--- src/rtl/rf_arb_pkg.sv ---
// rtl/rf_arb_pkg.sv - shared constants and state type for the register-file write arbiter
package rf_arb_pkg;

  localparam logic [4:0] ZERO_REG = 5'd31;
  localparam int         REG_AW   = 5;
  localparam int         REG_DW   = 64;

  typedef enum logic [0:0] {
    IDLE   = 1'b0,
    LOCKED = 1'b1
  } arb_state_t;

endpackage

--- src/rtl/rr_pick.sv ---
// rtl/rr_pick.sv - combinational round-robin picker, search starts at start_i and wraps
module rr_pick #(
  parameter int N  = 3,
  parameter int PW = (N > 1) ? $clog2(N) : 1
) (
  input  logic [N-1:0]  req_i,
  input  logic [PW-1:0] start_i,
  output logic [N-1:0]  gnt_o
);

  logic [PW:0]   sum;
  logic [PW-1:0] idx;
  logic          found;

  always_comb begin
    gnt_o = '0;
    found = 1'b0;
    sum   = '0;
    idx   = '0;
    for (int k = 0; k < N; k++) begin
      sum = {1'b0, start_i} + (PW+1)'(k);
      if (sum >= (PW+1)'(N)) sum = sum - (PW+1)'(N);
      idx = sum[PW-1:0];
      if (!found && req_i[idx]) begin
        gnt_o[idx] = 1'b1;
        found      = 1'b1;
      end
    end
  end

endmodule

--- src/rtl/regfile_wr_arb.sv ---
// rtl/regfile_wr_arb.sv - round-robin write-port arbiter with bounded lock and staged write
// Optional forwarding compare ports are built only when RF_ARB_FWD_EN is defined.
module regfile_wr_arb
  import rf_arb_pkg::*;
#(
  parameter int NREQ     = 3,
  parameter int LOCK_MAX = 2
) (
  input  logic                         clk,
  input  logic                         reset_n,
  input  logic [NREQ-1:0]              req_valid,
  input  logic [NREQ-1:0]              req_lock,
  input  logic [NREQ-1:0][REG_AW-1:0]  req_addr,
  input  logic [NREQ-1:0][REG_DW-1:0]  req_data,
  output logic [NREQ-1:0]              req_ready,
  output logic                         RegWrite,
  output logic [REG_AW-1:0]            WriteRegister,
  output logic [REG_DW-1:0]            WriteData
`ifdef RF_ARB_FWD_EN
  ,
  input  logic [REG_AW-1:0]            fwd_addr1,
  input  logic [REG_AW-1:0]            fwd_addr2,
  output logic                         fwd_hit1,
  output logic                         fwd_hit2,
  output logic [REG_DW-1:0]            fwd_data
`endif
);

  localparam int PW = (NREQ > 1) ? $clog2(NREQ) : 1;

  arb_state_t        state_q, state_d;
  logic [PW-1:0]     ptr_q, ptr_d;
  logic [PW-1:0]     owner_q, owner_d;
  logic [2:0]        lcnt_q, lcnt_d;
  logic              we_q, we_d;
  logic [REG_AW-1:0] waddr_q, waddr_d;
  logic [REG_DW-1:0] wdata_q, wdata_d;

  logic [NREQ-1:0]   pick_gnt;
  logic [NREQ-1:0]   gnt;
  logic [PW-1:0]     gidx;
  logic              xfer;

  rr_pick #(.N(NREQ), .PW(PW)) u_pick (
    .req_i   (req_valid),
    .start_i (ptr_q),
    .gnt_o   (pick_gnt)
  );

  always_comb begin
    gnt = '0;
    if (state_q == IDLE) gnt = pick_gnt;
    else if (req_valid[owner_q]) gnt[owner_q] = 1'b1;
    gidx = '0;
    for (int i = 0; i < NREQ; i++) begin
      if (gnt[i]) gidx = PW'(i);
    end
    xfer = |gnt;
  end

  assign req_ready = reset_n ? gnt : '0;

  // lcnt counts grants already held by the owner, so the owner never exceeds LOCK_MAX in a row
  always_comb begin
    state_d = state_q;
    ptr_d   = ptr_q;
    owner_d = owner_q;
    lcnt_d  = lcnt_q;
    we_d    = 1'b0;
    waddr_d = waddr_q;
    wdata_d = wdata_q;
    if (xfer) begin
      we_d    = (req_addr[gidx] != ZERO_REG);
      waddr_d = req_addr[gidx];
      wdata_d = req_data[gidx];
      ptr_d   = (gidx == PW'(NREQ-1)) ? '0 : gidx + PW'(1);
    end
    if (state_q == IDLE) begin
      if (xfer && req_lock[gidx] && (LOCK_MAX > 1)) begin
        state_d = LOCKED;
        owner_d = gidx;
        lcnt_d  = 3'd1;
      end
    end else begin
      if (xfer && req_lock[owner_q] && (int'(lcnt_q) + 1 < LOCK_MAX)) begin
        lcnt_d = lcnt_q + 3'd1;
      end else begin
        state_d = IDLE;
        lcnt_d  = 3'd0;
      end
    end
  end

  always_ff @(posedge clk or negedge reset_n) begin
    if (!reset_n) begin
      state_q <= IDLE;
      ptr_q   <= '0;
      owner_q <= '0;
      lcnt_q  <= 3'd0;
      we_q    <= 1'b0;
      waddr_q <= '0;
      wdata_q <= '0;
    end else begin
      state_q <= state_d;
      ptr_q   <= ptr_d;
      owner_q <= owner_d;
      lcnt_q  <= lcnt_d;
      we_q    <= we_d;
      waddr_q <= waddr_d;
      wdata_q <= wdata_d;
    end
  end

  assign RegWrite      = we_q;
  assign WriteRegister = waddr_q;
  assign WriteData     = wdata_q;

`ifdef RF_ARB_FWD_EN
  assign fwd_hit1 = we_q && (waddr_q == fwd_addr1);
  assign fwd_hit2 = we_q && (waddr_q == fwd_addr2);
  assign fwd_data = wdata_q;
`endif

endmodule

--- config.mk ---
export PLATFORM = sky130hd
export DESIGN_NAME = regfile_wr_arb
export DESIGN_NICKNAME = d
export VERILOG_FILES = /design/src/rtl/rf_arb_pkg.sv /design/src/rtl/rr_pick.sv /design/src/rtl/regfile_wr_arb.sv
export SDC_FILE = /design/constraint.sdc
export NUM_CORES = 1
export LEC_CHECK = 0
export CORE_MARGIN = 4
export CORE_UTILIZATION = 35
export DETAILED_ROUTE_END_ITERATION = 8
export PLACE_DENSITY = 0.78
export SLEW_MARGIN = 25
export SYNTH_ARGS = -nofsm -noshare
export SYNTH_HDL_FRONTEND = slang
export SYNTH_SLANG_ARGS = --single-unit
--- constraint.sdc ---
create_clock -name clk -period 3.6 [get_ports clk]
set_input_delay 1.08 -clock clk [delete_from_list [all_inputs] [get_ports clk]]
set_output_delay 1.08 -clock clk [all_outputs]
set_load 0.05 [all_outputs]
# Word-level counts from Yosys, hierarchy flattened
# Index checks and enable logic that the tools add are counted.
[op_classes]
addsub = 8
order_cmp = 13
eq_ne = 2
muxes = 45
bitwise = 3
reduce_logical = 14
[ops]
columns = ["operator", "n"]
rows = [
  ["64-bit binary-select mux with 2-bit select", 1],
  ["64-bit two-way mux", 1],
  ["3-bit two-way mux", 9],
  ["1-bit two-way mux", 17],
  ["2-bit by 3-bit less-than comparator with 1-bit output (second input constant)", 5],
  ["1-bit binary-select mux with 2-bit select", 6],
  ["5-bit binary-select mux with 2-bit select", 1],
  ["2-bit two-way mux", 5],
  ["1-bit logical AND", 9],
  ["1-bit demux with 2-bit select", 4],
  ["2-bit by 1-bit >= comparator with 1-bit output (second input constant)", 4],
  ["3-bit by 2-bit >= comparator with 1-bit output (second input constant)", 2],
  ["3-bit bitwise OR", 2],
  ["2-bit subtractor (second input constant)", 3],
  ["5-bit two-way mux", 1],
  ["5-bit inequality test (second input constant)", 1],
  ["3-bit by 1-bit adder with 4-bit output (second input constant)", 1],
  ["4-bit by 2-bit less-than comparator with 1-bit output (second input constant)", 1],
  ["2-bit by 1-bit adder with 3-bit output (second input constant)", 1],
  ["2-bit by 2-bit adder with 3-bit output (second input constant)", 1],
  ["3-bit by 1-bit adder with 3-bit output (second input constant)", 1],
  ["3-bit OR reduction", 1],
  ["2-bit by 1-bit adder with 2-bit output (second input constant)", 1],
  ["2-bit equality test (second input constant)", 1],
  ["other kinds (5)", 6],
]
[totals]
register_bits = 78
inputBits = 215
out_inout_bits = 73
elab_cells = 92

# Longest topological paths before layout
[logic_depth]
depth_word = 19
ltp_mapped = 12
mapped_depth_nobuf = 9

# Hierarchy
# A second synthesis with hierarchy kept.
[hier_totals]
hier_cells = 550
area_unflattened_um2 = 4921.0
[modules_own_cells]
columns = ["module", "n_inst", "cells_each", "area_per_inst_um2", "seq_area_each_um2"]
rows = [
  ["regfile_wr_arb", 1, 516, 4660.7, 1951.9],
  ["rr_pick", 1, 34, 260.2, 0.0],
]

# Worst setup path before layout
# Ideal clock, no wire load.
[synth_timing]
kind = "in2out"
start = "input port req_valid[2]"
end = "output port req_ready[1]"
arrival_ps = 2919
required_ps = 2520
slack_ps = -399
stages = 8
path_buffers = 3
path_cell_list = "buf_2 a22o_1 nor4b_2 nor2_1 a21oi_2 buf_2 buf_1 and2_1"
[synth_between]
elab_chain_cells = 11
word_cells_on_any_way = 22
classes_between = "mux (16); bitwise (2); reduce/logical (4)"
[synth_lines]
columns = ["item", "line", "rtl"]
rows = [
  ["start, declared", "regfile_wr_arb.sv:11", "input logic [NREQ-1:0] req_valid,"],
  ["1-bit binary-select mux with 2-bit select", "rr_pick.sv:24", "if (!found && req_i[idx]) begin"],
  ["1-bit two-way mux (implied by the code)", "rr_pick.sv:24", ""],
  ["1-bit two-way mux", "rr_pick.sv:24", ""],
  ["1-bit logical NOT", "rr_pick.sv:24", ""],
  ["1-bit logical AND", "rr_pick.sv:24", ""],
  ["1-bit two-way mux", "rr_pick.sv:24", ""],
  ["1-bit logical NOT", "rr_pick.sv:24", ""],
  ["1-bit logical AND", "rr_pick.sv:24", ""],
  ["3-bit two-way mux", "rr_pick.sv:24", ""],
  ["3-bit two-way mux (*)", "regfile_wr_arb.sv:52", "if (state_q == IDLE) gnt = pick_gnt;"],
  ["3-bit two-way mux (*)", "regfile_wr_arb.sv:61", "assign req_ready = reset_n ? gnt : '0;"],
  ["end, declared", "regfile_wr_arb.sv:15", "output logic [NREQ-1:0] req_ready,"],
]
# Mark *: on every way between the ends. The rest lies on a longest branch, timed or not. The select of a mux whose other input is x is not followed.

# Worst setup path in the final report
# Same ends and word-level chain as after synthesis.

==> flow_summary_export.csv <==
group,metric,value,unit
sta,hold_slack,0.483,ns
die,die_area,16100,um2
job,cap_violations,0,
drt,met1_length,7.02,mm
clock_network,cts_buffer_depth,2,
logic_synthesis,seq_area_frac_synth,39.5,%
drt,top_layer,"met4",
grt,grt_max_degree,79,
clock_network,root_buffer,"clkbuf_16",
drt,wl_met2,9.14,mm
grt,grt_pass1_vias,5347,
power,p_per_area,1080,nW/um2
logic_synthesis,syn_inst,507,
sta,period_share,97.1,%
power,power.switching,4640,uW
sta,fin_setup_tns,0,ns
die,core.rowCount,43,
drt,drcViolationCount,0,
sta,rsz0062_at_grt,"false",
power,power_leakage,0.00357,uW
final_layout,fill_cells,1111,
logic_synthesis,synth_edf_count,0,
run_status,status,"complete, no violations",
final_layout,n_antenna_cell,0,
logic_synthesis,ys_top_cells_by_area,"dfrtp_1, mux2_1, mux2i_1, nand2_1, o21ai_1",
logic_synthesis,synth_area_per_cell,9.74,um2
setup_path,r2r_end,"owner_q[0]",
sta,skew,0.00637,ns
logic_synthesis,synth.top_cell.area_share,39.5,%
placed_design,numPortBuffers,287,
die,die_x,127,um
grt,antenna_found_initial,0,
drt,first_pass_iters,4,
die,start_util,35.7,%
logic_synthesis,synth_nets,727,
logic_synthesis,syn_area,4940,um2
setup_path,required,2.52,ns
setup_path,cp_max_fo,6,
logic_synthesis,ys.flop_type,"dfrtp_1",
setup_path,rrSetupSlack,0.64,ns
sta,fmax,0.286,GHz
clock_network,clkLatencyLatePin,0.33,ns
logic_synthesis,async_reset_ff_share,100,%
placed_design,gp_congestion,0.980,
setup_path,arrival,2.42,ns
drt,post_drt_wl_per_cell,18.2,um
placed_design,place_ws,-0.322,ns
logic_synthesis,yosysUniqueCellTypes,53,
sta,min_period,3.50,ns
setup_path,end_kind,"output port",
die,coreArea,13800,um2
die,die_h,127,um
drt,wirelength,18.0,mm
sta,timing.slew.headroom,51.1,%
grt,track_usage,21.7,%
setup_path,worstRegToRegCells,10,
logic_synthesis,yosys-top-cells-count,"nand2_1, dfrtp_1, o21ai_1",
setup_path,worstReg2RegStart,"ptr_q[0]",
drt,drt_iter0_markers,228,
power,power.internal,4640,uW
power,p_clk_share,9.8,%
sta,slew_violations,0,
logic_synthesis,synth_largest_area_cell,"dfrtp_1",
power,seq_power_share,17.7,%
final_layout,final_util,62.1,%
final_layout,nets,1023,
power,power_frac_comb,72.5,%
worst_hold_path,hp-class,"reg -> reg",
sta,worst_pin_slew,0.733,ns
worst_hold_path,holdPathStages,2,
logic_synthesis,yosys_warnings,0,
final_layout,drive_above_1_share,10.9,%
worst_hold_path,hold_path.startpoint,"WriteData[0]",
clock_network,cts_hold_buf,0,
power,sw_frac_of_total,50.0,%
drt,wl_met3,1.22,mm
drt,vias,5109,
sta,worst_slack,0.104,ns
sta,finalHoldViolCount,0,
clock_network,numCtsBuffers,9,
clock_network,clkTransAtPathRegs,0.06,ns
grt,overflow,0,
drt,viasPerCell,5.17,
logic_synthesis,ys_seq_elements,78,
power,vdd_drop_max,0.485,mV
worst_hold_path,min_to,"WriteData[0]",
final_layout,syn_to_final_growth,73.7,%
setup_path,cp-start-kind,"input pin",
clock_network,h-tree-depth,3,
grt,grt_pass1_wl,27.9,mm
die,ios,288,
power,power,9280,uW
clock_network,cts_tree,"done",
clock_network,cts.sinks,78,
logic_synthesis,synth_most_common_cell,"nand2_1",
drt,ant_nets,0,
sta,setup_violations,0,
setup_path,crit_type,"in -> out",
placed_design,hpwl,14.2,mm
[power groups by stage]
stage / combinational [uW] / clock, uW / sequential [uW]
global placement: 6470 / 0 / 1620
detailed placement: 6650 / 0 / 1650
finish: 6730 / 911 / 1640
floorplan: 3090 / 0 / 3010
CTS: 6720 / 934 / 1640
global route: 7220 / 977 / 1700
[per-stage QoR]
step                      instances  area, um2
after floorplan                 507       4950
after global placement          969       8190
after detailed placement        969       8190
after CTS                       987       8550
after global routing            988       8580
final                           988       8580
[routing by layer]
layer	track usage, %	up-vias
met5	0	-
met4	9.78	0
met3	5.05	53
met1	26.0	2409
li1	-	2415
met2	37.1	232
[cells in the final DEF, fill, tap and decap left out, drive strengths merged, types with 3 or more instances in the layout]
| master | count |
|---|---|
| a211oi | 14 |
| a21boi | 15 |
| a21oi | 8 |
| a221oi | 3 |
| a31oi | 4 |
| and2 | 4 |
| and3 | 3 |
| buf | 42 |
| clkbuf | 12 |
| clkdlybuf4s50 | 280 |
| clkinv | 4 |
| dfrtp | 78 |
| ha | 5 |
| inv | 8 |
| mux2 | 54 |
| mux2i | 54 |
| nand2 | 81 |
| nand2b | 3 |
| nor2 | 9 |
| nor3 | 10 |
| nor3b | 3 |
| o21ai | 82 |
[registers in the layout (all words and copies together) (netlist names)]
register	flops
ptr_q	2
state_q	1
owner_q	2
WriteRegister	5
lcnt_q	3
RegWrite	1
WriteData	64
[worst max-delay path: stages]
cell and delay [ns]:
buf_2 0.16, buf_4 0.16, nand4bb_1 0.20, a31oi_2 0.23, nor2_2 0.07, a21oi_2 0.21, and2_4 0.18, buf_12 0.13
[area by class of cell]
type	count	area, um2	share of cell area (%)
clock buffer	10	239	2.78
clock inverter	6	61.3	0.714
inverter	8	30.0	0.350
multi-input combinational	382	2830	33.0
sequential	78	1950	22.7
tap	180	225	2.62
timing repair buffer	324	3250	37.8
[worst max-delay path by stage]
stage	to	startpoint	cells after the start
after floorplan	req_ready[1]	req_valid[2]	8
after global placement	req_ready[1]	req_valid[0]	7
after detailed placement	req_ready[0]	req_valid[0]	8
after CTS	req_ready[1]	ptr_q[0]	8
after global routing	req_ready[1]	req_valid[2]	8
final	req_ready[1]	req_valid[2]	8
[cell families after synthesis]
kind of cell    after synthesis  synth area share [%]
compound gates              143                  18.4
simple gates                126                  12.1
mux                         108                  23.3
flops                        78                  39.5
buf+inv                      47                  5.42
fa+ha+maj                     5                  1.27
[repair_timing]
item	4_1_cts	5_1_grt
buffers inserted	2	1
pin swaps	6	5
endpoints found under the setup margin	3	3
resized for setup	15	11
Power figures use the tool's default switching activity.
